### src/rtl/csi2_packet_tx.sv
// CSI-2 packetizer: turns DT/VC/WC commands plus a payload byte stream into
// lane bytes (sync, ECC-protected header, payload, CRC-16), with a forced idle gap.
module csi2_packet_tx #(
    parameter int unsigned NUM_LANES  = 2,
    parameter int unsigned GAP_CYCLES = 8
) (
    input  logic                   clk,
    input  logic                   reset,
    input  logic                   cmd_valid,
    output logic                   cmd_ready,
    input  logic [5:0]             cmd_dt,
    input  logic [1:0]             cmd_vc,
    input  logic [15:0]            cmd_wc,
    input  logic [8*NUM_LANES-1:0] pay_data,
    input  logic                   pay_valid,
    output logic                   pay_ready,
    output logic                   hs_valid,
    output logic [8*NUM_LANES-1:0] hs_data,
    output logic                   underflow,
    output logic                   cmd_error
);

    localparam int unsigned Lw      = 8 * NUM_LANES;
    localparam logic [15:0] HdrLast = 16'(4 / NUM_LANES - 1);
    localparam logic [15:0] CrcLast = 16'(2 / NUM_LANES - 1);
    localparam logic [15:0] GapLast = 16'(GAP_CYCLES - 1);
    localparam logic [15:0] Step    = 16'(NUM_LANES);

    if (NUM_LANES != 1 && NUM_LANES != 2) begin : g_bad_lanes
        $fatal(1, "csi2_packet_tx: NUM_LANES must be 1 or 2");
    end
    if (GAP_CYCLES < 1) begin : g_bad_gap
        $fatal(1, "csi2_packet_tx: GAP_CYCLES must be at least 1");
    end

    typedef enum logic [2:0] {
        StIdle,
        StSot,
        StHdr,
        StPayload,
        StCrc,
        StGap
    } state_e;

    state_e          state_q, state_d;
    logic [15:0]     cnt_q, cnt_d;
    logic [7:0]      di_q, di_d;
    logic [15:0]     wc_q, wc_d;
    logic            long_q, long_d;
    logic [15:0]     crc_q, crc_d;
    logic            cmd_ready_q, cmd_ready_d;
    logic            pay_ready_q, pay_ready_d;
    logic            hs_valid_q, hs_valid_d;
    logic [Lw-1:0]   hs_data_q, hs_data_d;
    logic            underflow_q, underflow_d;
    logic            cmd_error_q, cmd_error_d;

    logic            cmd_long;
    logic            cmd_bad;
    logic [7:0]      ecc;
    logic [31:0]     hdr_word;
    logic [Lw-1:0]   beat;

    // Hamming parity P0..P5; each mask selects the header bits covered by one parity bit.
    function automatic logic [7:0] hdr_ecc(input logic [23:0] d);
        hdr_ecc = {2'b00,
                   ^(d & 24'hEFFC00), ^(d & 24'hDF03F0), ^(d & 24'hB8E38E),
                   ^(d & 24'h749A6D), ^(d & 24'hF2555B), ^(d & 24'hF12CB7)};
    endfunction

    function automatic logic [15:0] crc_beat(input logic [15:0] crc, input logic [Lw-1:0] b);
        logic [15:0] c;
        c = crc;
        for (int i = 0; i < int'(Lw); i++) begin
            if (c[0] ^ b[i]) begin
                c = (c >> 1) ^ 16'h8408;
            end else begin
                c = c >> 1;
            end
        end
        return c;
    endfunction

    assign cmd_long = (cmd_dt[5:4] != 2'b00);
    assign cmd_bad  = cmd_long && ((cmd_wc == 16'd0) || ((NUM_LANES == 2) && cmd_wc[0]));
    assign ecc      = hdr_ecc({wc_q, di_q});
    assign hdr_word = {ecc, wc_q[15:8], wc_q[7:0], di_q};
    // The burst cannot stall: a missing beat goes out as zeros and still feeds the CRC.
    assign beat     = pay_valid ? pay_data : '0;

    always_comb begin
        state_d     = state_q;
        cnt_d       = cnt_q;
        di_d        = di_q;
        wc_d        = wc_q;
        long_d      = long_q;
        crc_d       = crc_q;
        cmd_ready_d = 1'b0;
        pay_ready_d = 1'b0;
        hs_valid_d  = 1'b0;
        hs_data_d   = '0;
        underflow_d = 1'b0;
        cmd_error_d = 1'b0;

        case (state_q)
            StIdle: begin
                cmd_ready_d = 1'b1;
                if (cmd_valid) begin
                    if (cmd_bad) begin
                        cmd_error_d = 1'b1;
                    end else begin
                        di_d        = {cmd_vc, cmd_dt};
                        wc_d        = cmd_wc;
                        long_d      = cmd_long;
                        crc_d       = 16'hFFFF;
                        state_d     = StSot;
                        cmd_ready_d = 1'b0;
                        hs_valid_d  = 1'b1;
                        hs_data_d   = {NUM_LANES{8'hB8}};
                    end
                end
            end
            StSot: begin
                state_d    = StHdr;
                cnt_d      = '0;
                hs_valid_d = 1'b1;
                hs_data_d  = hdr_word[Lw-1:0];
            end
            StHdr: begin
                if (cnt_q != HdrLast) begin
                    cnt_d       = cnt_q + 16'd1;
                    hs_valid_d  = 1'b1;
                    hs_data_d   = Lw'(hdr_word >> ((32'(cnt_q) + 32'd1) * Lw));
                    // Outputs are registered, so the first beat is fetched one cycle early.
                    pay_ready_d = long_q && (cnt_d == HdrLast);
                end else if (long_q) begin
                    state_d     = StPayload;
                    cnt_d       = wc_q - Step;
                    hs_valid_d  = 1'b1;
                    hs_data_d   = beat;
                    underflow_d = !pay_valid;
                    crc_d       = crc_beat(crc_q, beat);
                    pay_ready_d = (cnt_d != 16'd0);
                end else begin
                    state_d = StGap;
                    cnt_d   = '0;
                end
            end
            StPayload: begin
                if (cnt_q != 16'd0) begin
                    cnt_d       = cnt_q - Step;
                    hs_valid_d  = 1'b1;
                    hs_data_d   = beat;
                    underflow_d = !pay_valid;
                    crc_d       = crc_beat(crc_q, beat);
                    pay_ready_d = (cnt_d != 16'd0);
                end else begin
                    state_d    = StCrc;
                    cnt_d      = '0;
                    hs_valid_d = 1'b1;
                    hs_data_d  = crc_q[Lw-1:0];
                end
            end
            StCrc: begin
                if (cnt_q != CrcLast) begin
                    cnt_d      = cnt_q + 16'd1;
                    hs_valid_d = 1'b1;
                    hs_data_d  = crc_q[15 -: Lw];
                end else begin
                    state_d = StGap;
                    cnt_d   = '0;
                end
            end
            StGap: begin
                if (cnt_q == GapLast) begin
                    state_d     = StIdle;
                    cmd_ready_d = 1'b1;
                end else begin
                    cnt_d = cnt_q + 16'd1;
                end
            end
            default: begin
                state_d     = StIdle;
                cmd_ready_d = 1'b1;
            end
        endcase
    end

    always_ff @(posedge clk) begin
        if (reset) begin
            state_q     <= StIdle;
            cnt_q       <= '0;
            di_q        <= '0;
            wc_q        <= '0;
            long_q      <= 1'b0;
            crc_q       <= 16'hFFFF;
            cmd_ready_q <= 1'b1;
            pay_ready_q <= 1'b0;
            hs_valid_q  <= 1'b0;
            hs_data_q   <= '0;
            underflow_q <= 1'b0;
            cmd_error_q <= 1'b0;
        end else begin
            state_q     <= state_d;
            cnt_q       <= cnt_d;
            di_q        <= di_d;
            wc_q        <= wc_d;
            long_q      <= long_d;
            crc_q       <= crc_d;
            cmd_ready_q <= cmd_ready_d;
            pay_ready_q <= pay_ready_d;
            hs_valid_q  <= hs_valid_d;
            hs_data_q   <= hs_data_d;
            underflow_q <= underflow_d;
            cmd_error_q <= cmd_error_d;
        end
    end

    assign cmd_ready = cmd_ready_q;
    assign pay_ready = pay_ready_q;
    assign hs_valid  = hs_valid_q;
    assign hs_data   = hs_data_q;
    assign underflow = underflow_q;
    assign cmd_error = cmd_error_q;

endmodule

### config.mk
export PLATFORM = sky130hd
export DESIGN_NAME = csi2_packet_tx
export DESIGN_NICKNAME = d
export VERILOG_FILES = /design/src/rtl/csi2_packet_tx.sv
export SDC_FILE = /design/constraint.sdc
export NUM_CORES = 1
export LEC_CHECK = 0
export ABC_AREA = 1
export ABC_CLOCK_PERIOD_IN_PS = 2590
export CAP_MARGIN = 15
export CELL_PAD_IN_SITES_DETAIL_PLACEMENT = 2
export CELL_PAD_IN_SITES_GLOBAL_PLACEMENT = 2
export CORE_MARGIN = 2
export CORE_UTILIZATION = 31
export CTS_BUF_LIST = sky130_fd_sc_hd__clkbuf_4 sky130_fd_sc_hd__clkbuf_8 sky130_fd_sc_hd__clkbuf_16
export DETAILED_ROUTE_END_ITERATION = 10
export PLACE_DENSITY_LB_ADDON = 0.1
export SLEW_MARGIN = 10
export SYNTH_ARGS = -nofsm -noshare
export SYNTH_HDL_FRONTEND = slang
export SYNTH_SLANG_ARGS = --single-unit
export TNS_END_PERCENT = 5
### constraint.sdc
create_clock -name clk -period 2.59 [get_ports clk]
set_clock_uncertainty 0.15 [all_clocks]
set_input_delay 0.6475 -clock clk [delete_from_list [all_inputs] [get_ports clk]]
set_output_delay 0.6475 -clock clk [all_outputs]
set_load 0.005 [all_outputs]
==> flow_summary.ini, run 1 <==
[drt]
dr.pass1.iters = 4
wl_mm = 30.5
wl_per_cell_um = 20.2
viasPerCell = 5.09
remaining_drc_errors = 0
drtIter0Drc = 304
num_vias = 7704
ant_nets = 0

[synthesis]
syn_inst = 1080
synth_flop_cell = dfxtp_1
synth_top_family_by_area = simple AND/OR/NAND/NOR gates
ys_seq_area_share_pct = 24.8
synth_cell_types = 39
netlist_area_um2 = 6540
synthArstFlopShare_pct = 0
synth_edf_count = 0
synth_fa_ha_area_share_pct = 3.44
syn_avg_cell_area_um2 = 6.05
ys_warn_count = 0
synthSimpleGateAreaFrac_pct = 35.4
postSynthNetCount = 1142
synth-xor-area-share_pct = 11.8
synth_mux_area_share_pct = 0
synth-compound-area-share_pct = 14.7
ys_ff_latch = 81

[sta]
tightest_slew_ns = 0.749
setup_viol = 1
hold_viol = 0
timing.final.ws_setup_ns = -0.0335
grt_setup_unrepaired = true
fmax_mhz = 381
final_max_slew_viol_count = 0
slew_headroom_pct = 49.6
holdWs_ns = 0.381
fin_crit_sh_pct = 101
period_needed_ns = 2.62

[placed_design]
portBuffers = 64
gp_congestion = 0.875
placed_area_um2 = 8260
dp_hpwl_mm = 24.3
pre_cts_ws_ns = -0.617

[floorplanning]
start_util_pct = 31.3
core_um2 = 20900
die_x_um = 149
io_pins = 65
row_count = 53
die_area_um2 = 22300
die_h_um = 149

[clocking]
cts_tree = built
cts_num_sinks = 81
numCtsBuffers = 9
h-tree-depth = 3
cts_buffer_depth = 2
clk_latency_ns = 0.36
cts_root_buf = clkbuf_16
clkTransAtPathRegs_ns = 0.07

[worst_setup_path]
critical_path_arrival_ns = 2.72
critPathMaxStageDelay_ns = 0.31
setup.worst_path.start_class = input pin
worstPathMaxFanout = 13
worstSetupEndpointType = flip-flop
crit_buf_inv = 4
path_delay_family = buffers and inverters
worstPathRequired_ns = 2.69
cpMaxStageDelayCell = dlygate4sd2_1
critPathKind = in2reg
path_cells = dlygate4sd2_1 > buf_12 > nand2_1 > xnor2_2 > buf_4 > xnor2_1 > inv_1 > nand2_1 > nand2_1 > nand2_1 > nand2_1 > o21ai_1 > nand2_1
path_common_cell = nand2_1

[global_routing]
antenna_found_initial = 0
grt_pass1_vias = 8460
track_usage_pct = 27.7
overflow = 0
grt_max_degree = 51
grt_pass1_wl_mm = 47.0

[power]
p_clk_share_pct = 14.2
swShare_pct = 50.3
power_frac_seq_pct = 20.2
max-vdd-ir-drop_v = 0.000367
total_power_uw = 9080
p_per_area_nw_per_um2 = 1040
intPower_uw = 4510
p_comb_share_pct = 65.6
power_leakage_uw = 0.00419
switchingPower_uw = 4570

[final_layout]
drive_gt1_share_pct = 14.5
most-common-layout-cells = nand2_1, inv_1, buf_4
n_antenna_cell = 0
num-fill-cells = 2631
layout_commonest_cell = nand2_1
nets = 1295
area_delta_synth_final_pct = 33.0
design_area_um2 = 8690

[run_status]
outcome = finished with violations
violations = negative setup slack

[hold_path]
min_path_type = reg2reg

[job]
drv_cap = 0
## synth_stat cells, types with 3 or more instances
library cell / number / area (um^2)
o211ai_1: 7 / 52.6
buf_1: 5 / 18.8
inv_2: 3 / 11.3
o2111ai_1: 4 / 35.0
inv_1: 120 / 450
o22ai_1: 3 / 18.8
ha_1: 18 / 225
a31oi_1: 4 / 25.0
nand4_1: 12 / 75.1
a21oi_1: 71 / 355
nor2_1: 100 / 375
clkbuf_1: 19 / 71.3
nand3_1: 83 / 415
xor2_1: 58 / 508
nor3_1: 9 / 45.0
dfxtp_1: 81 / 1620
nor2_2: 5 / 31.3
nand2_2: 5 / 31.3
o21ai_0: 70 / 350
o221ai_1: 5 / 43.8
buf_2: 13 / 65.1
xnor2_1: 30 / 263
nand2_1: 326 / 1220
o21ai_1: 9 / 45.0
## per-stage QoR
stage | cells | setup TNS, ns | util [%]
finish | 1513 | -0.0335 | 41.6
global route | 1513 | -0.376 | 41.6
CTS | 1511 | 0 | 41.1
detailed placement | 1495 | -14.43 | 39.5
global placement | 1495 | -12.67 | 39.5
floorplan | 1080 | 0 | -
## sequential cells by signal (all words and copies together), names as in the netlist
register and cells:
pay_ready 1, wc_q 16, cmd_ready 1, long_q 1, underflow 1, di_q 8, crc_q 16, cnt_q 16
state_q 3, cmd_error 1, hs_data 16, hs_valid 1
## tightest hold or removal path: stages (launching register included)
cell and delay (ns):
dfxtp_1 0.37, a21oi_1 0.08, nand2_1 0.05
## area by class of cell
cell class / instances / area (um^2) / share of cell area (%)
multi-input combinational: 836 / 4410 / 50.7
timing repair buffer: 182 / 1580 / 18.1
tap: 275 / 344 / 3.96
sequential: 81 / 1620 / 18.7
clock buffer: 11 / 240 / 2.76
clock inverter: 5 / 40.0 / 0.460
inverter: 123 / 464 / 5.34
## what timing repair did
| action | 4_1_cts | 5_1_grt |
|---|---|---|
| resized for setup | 8 | 23 |
| pin swaps | 1 | 1 |
| setup endpoints to repair | 11 | 34 |
| buffers inserted | 0 | 2 |
| hold buffers | 0 | 0 |
| cloned | 0 | 0 |
## path summary, 6_finish.rpt
kind / end / slack [ns] / startpoint / cells after the start
hold / removal: crc_q[12] / 0.38 / crc_q[12] / 2
setup / recovery: crc_q[1] / -0.03 / pay_valid / 13
hold reg to reg: crc_q[12] / 0.38 / crc_q[12] / 2
setup reg to reg: hs_data[12] / 0.08 / cnt_q[0] / 13
## cell families (layout without fill, tap and decap cells)
| group | count (synthesis) | count (layout) |
|---|---|---|
| compound gates | 177 | 177 |
| xor+xnor | 88 | 88 |
| fa+ha+maj | 18 | 18 |
| buf+inv | 163 | 321 |
| flops | 81 | 81 |
| simple gates | 553 | 553 |
## per-layer routing
layer,vias to the layer above,global-route usage (%),part of all wire (%)
li1,3766,-,-
met1,3783,34.7,45
met2,118,50.4,50
met3,37,2.26,2.4
met4,0,8.33,2.1
met5,-,0,0
## power by group through the flow
stage	sequential [uW]	combinational, uW	clock [uW]
detailed placement	1850	5720	0
floorplan	1750	3410	0
finish	1830	5960	1290
global placement	1840	5470	0
CTS	1830	5840	1320
global route	1870	6590	1360
No activity file was read; power rests on OpenSTA's default activity.
==> inputs of run 2 (changes only) <==
--- a/config.mk
+++ b/config.mk
@@ -15,6 +15,7 @@
 export CTS_BUF_LIST = sky130_fd_sc_hd__clkbuf_4 sky130_fd_sc_hd__clkbuf_8 sky130_fd_sc_hd__clkbuf_16
 export DETAILED_ROUTE_END_ITERATION = 10
 export PLACE_DENSITY_LB_ADDON = 0.1
+export SKIP_LAST_GASP = 1
 export SLEW_MARGIN = 10
 export SYNTH_ARGS = -nofsm -noshare
 export SYNTH_HDL_FRONTEND = slang
==> flow_summary.ini, run 2 (same netlist as run 1, synthesis figures left out) <==
[drt]
wl_per_cell_um = 20.1
drtIter0Drc = 317
dr.pass1.iters = 4
viasPerCell = 5.08
num_vias = 7683
remaining_drc_errors = 0
ant_nets = 0
wl_mm = 30.4

[run_status]
outcome = finished with violations
violations = negative setup slack

[sta]
slew_headroom_pct = 51.9
final_max_slew_viol_count = 0
fin_crit_sh_pct = 100
holdWs_ns = 0.381
tightest_slew_ns = 0.715
setup_viol = 1
fmax_mhz = 385
tns_ns = -0.00632
hold_viol = 0
grt_setup_unrepaired = true
timing.final.ws_setup_ns = -0.00632
period_needed_ns = 2.60

[final_layout]
area_delta_synth_final_pct = 32.6
drive_gt1_share_pct = 14.0
num-fill-cells = 2633
most-common-layout-cells = nand2_1, inv_1, buf_4
n_antenna_cell = 0
nets = 1295
layout_commonest_cell = nand2_1
final_cells = 1513

[job]
drv_cap = 0

[floorplanning]
core_um2 = 20900
die_x_um = 149
start_util_pct = 31.3
io_pins = 65
die_area_um2 = 22300
row_count = 53
die_h_um = 149

[worst_setup_path]
path_delay_family = buffers and inverters
worstSetupEndpointType = flip-flop
setup.worst_path.start_class = input pin
crit_buf_inv = 4
worstPathRequired_ns = 2.68
critical_path_arrival_ns = 2.69
path_common_cell = nand2_1
path_cells = dlygate4sd2_1 > buf_12 > nand2_1 > xnor2_2 > buf_4 > xnor2_1 > inv_1 > nand2_1 > nand2_1 > nand2_1 > nand2_1 > o21ai_1 > nand2_1
worstPathMaxFanout = 13
cpMaxStageDelayCell = dlygate4sd2_1
critPathKind = in2reg
critPathMaxStageDelay_ns = 0.31

[clocking]
cts_buffer_depth = 2
numCtsBuffers = 9
clk_latency_ns = 0.36
cts_tree = built
cts_root_buf = clkbuf_16
cts_num_sinks = 81
h-tree-depth = 3
clkTransAtPathRegs_ns = 0.07

[power]
p_comb_share_pct = 65.6
p_per_area_nw_per_um2 = 1040
power_frac_seq_pct = 20.2
power_leakage_uw = 0.00419
switchingPower_uw = 4540
swShare_pct = 50.2
intPower_uw = 4500
p_clk_share_pct = 14.2
max-vdd-ir-drop_v = 0.000366

[placed_design]
portBuffers = 64
dp_hpwl_mm = 24.3
pre_cts_ws_ns = -0.617
gp_congestion = 0.875
place_inst = 1495

[global_routing]
overflow = 0
antenna_found_initial = 0
track_usage_pct = 27.7
grt_pass1_wl_mm = 47.0
grt_pass1_vias = 8460
grt_max_degree = 51

[hold_path]
min_path_type = reg2reg
run 2: area by class of cell:
type / count / area (um^2) / area share, %
Tap cell: 275 / 344 / 3.97
Sequential cell: 81 / 1620 / 18.7
Timing Repair Buffer: 182 / 1580 / 18.2
Multi-Input combinational cell: 836 / 4380 / 50.5
Clock buffer: 11 / 240 / 2.77
Clock inverter: 5 / 40.0 / 0.462
Inverter: 123 / 464 / 5.36
run 2: timing repair:
item / 4_1_cts / 5_1_grt
setup buffers: 0 / 2
hold endpoints to repair: 0 / 0
endpoints found under the setup margin: 11 / 42
resized for setup: 7 / 17
pin swaps: 1 / 1
hold buffers: 0 / 0
run 2: power groups by stage:
stage	clock, uW	combinational (uW)	sequential [uW]
4_1_cts	1320	5830	1830
2_1_floorplan	0	3410	1750
6_report	1280	5930	1830
3_3_place_gp	0	5470	1840
5_1_grt	1360	6570	1870
3_5_place_dp	0	5720	1850
run 2: metrics by stage:
stage	instance area, um^2	utilization (%)	power, uW
6_report	8670	41.5	9040
5_1_grt	8670	41.5	9800
4_1_cts	8580	41.1	8980
3_5_place_dp	8260	39.5	7570
3_3_place_gp	8260	39.5	7310
2_1_floorplan	6540	-	5150
run 2: metal layers:
metal,part of all wire [%],vias to the layer above,GRT usage (%)
met2,50,111,50.4
met5,0,-,0
met1,45,3766,34.7
li1,-,3769,-
met3,2.4,37,2.26
met4,2.1,0,8.33
run 2: final timing paths:
kind	from	endpoint	depth (start not counted)	slack [ns]
worst max-delay path	pay_valid	crc_q[1]	13	-0.006
worst max register to register	cnt_q[0]	hs_data[12]	13	0.01
worst min-delay path	crc_q[12]	crc_q[12]	2	0.38
worst min register to register	crc_q[12]	crc_q[12]	2	0.38
run 2: worst reg2reg max path, cell delays in order, from the launching register on:
cell and delay, ns:
dfxtp_1 0.40, inv_1 0.19, ha_1 0.22, inv_1 0.06, nor3_1 0.22, nand2_1 0.16
nand2_2 0.16, buf_4 0.20, nand2_1 0.09, buf_4 0.21, nand3_1 0.09, nand2_1 0.07
nor2_1 0.18, nor2_1 0.07
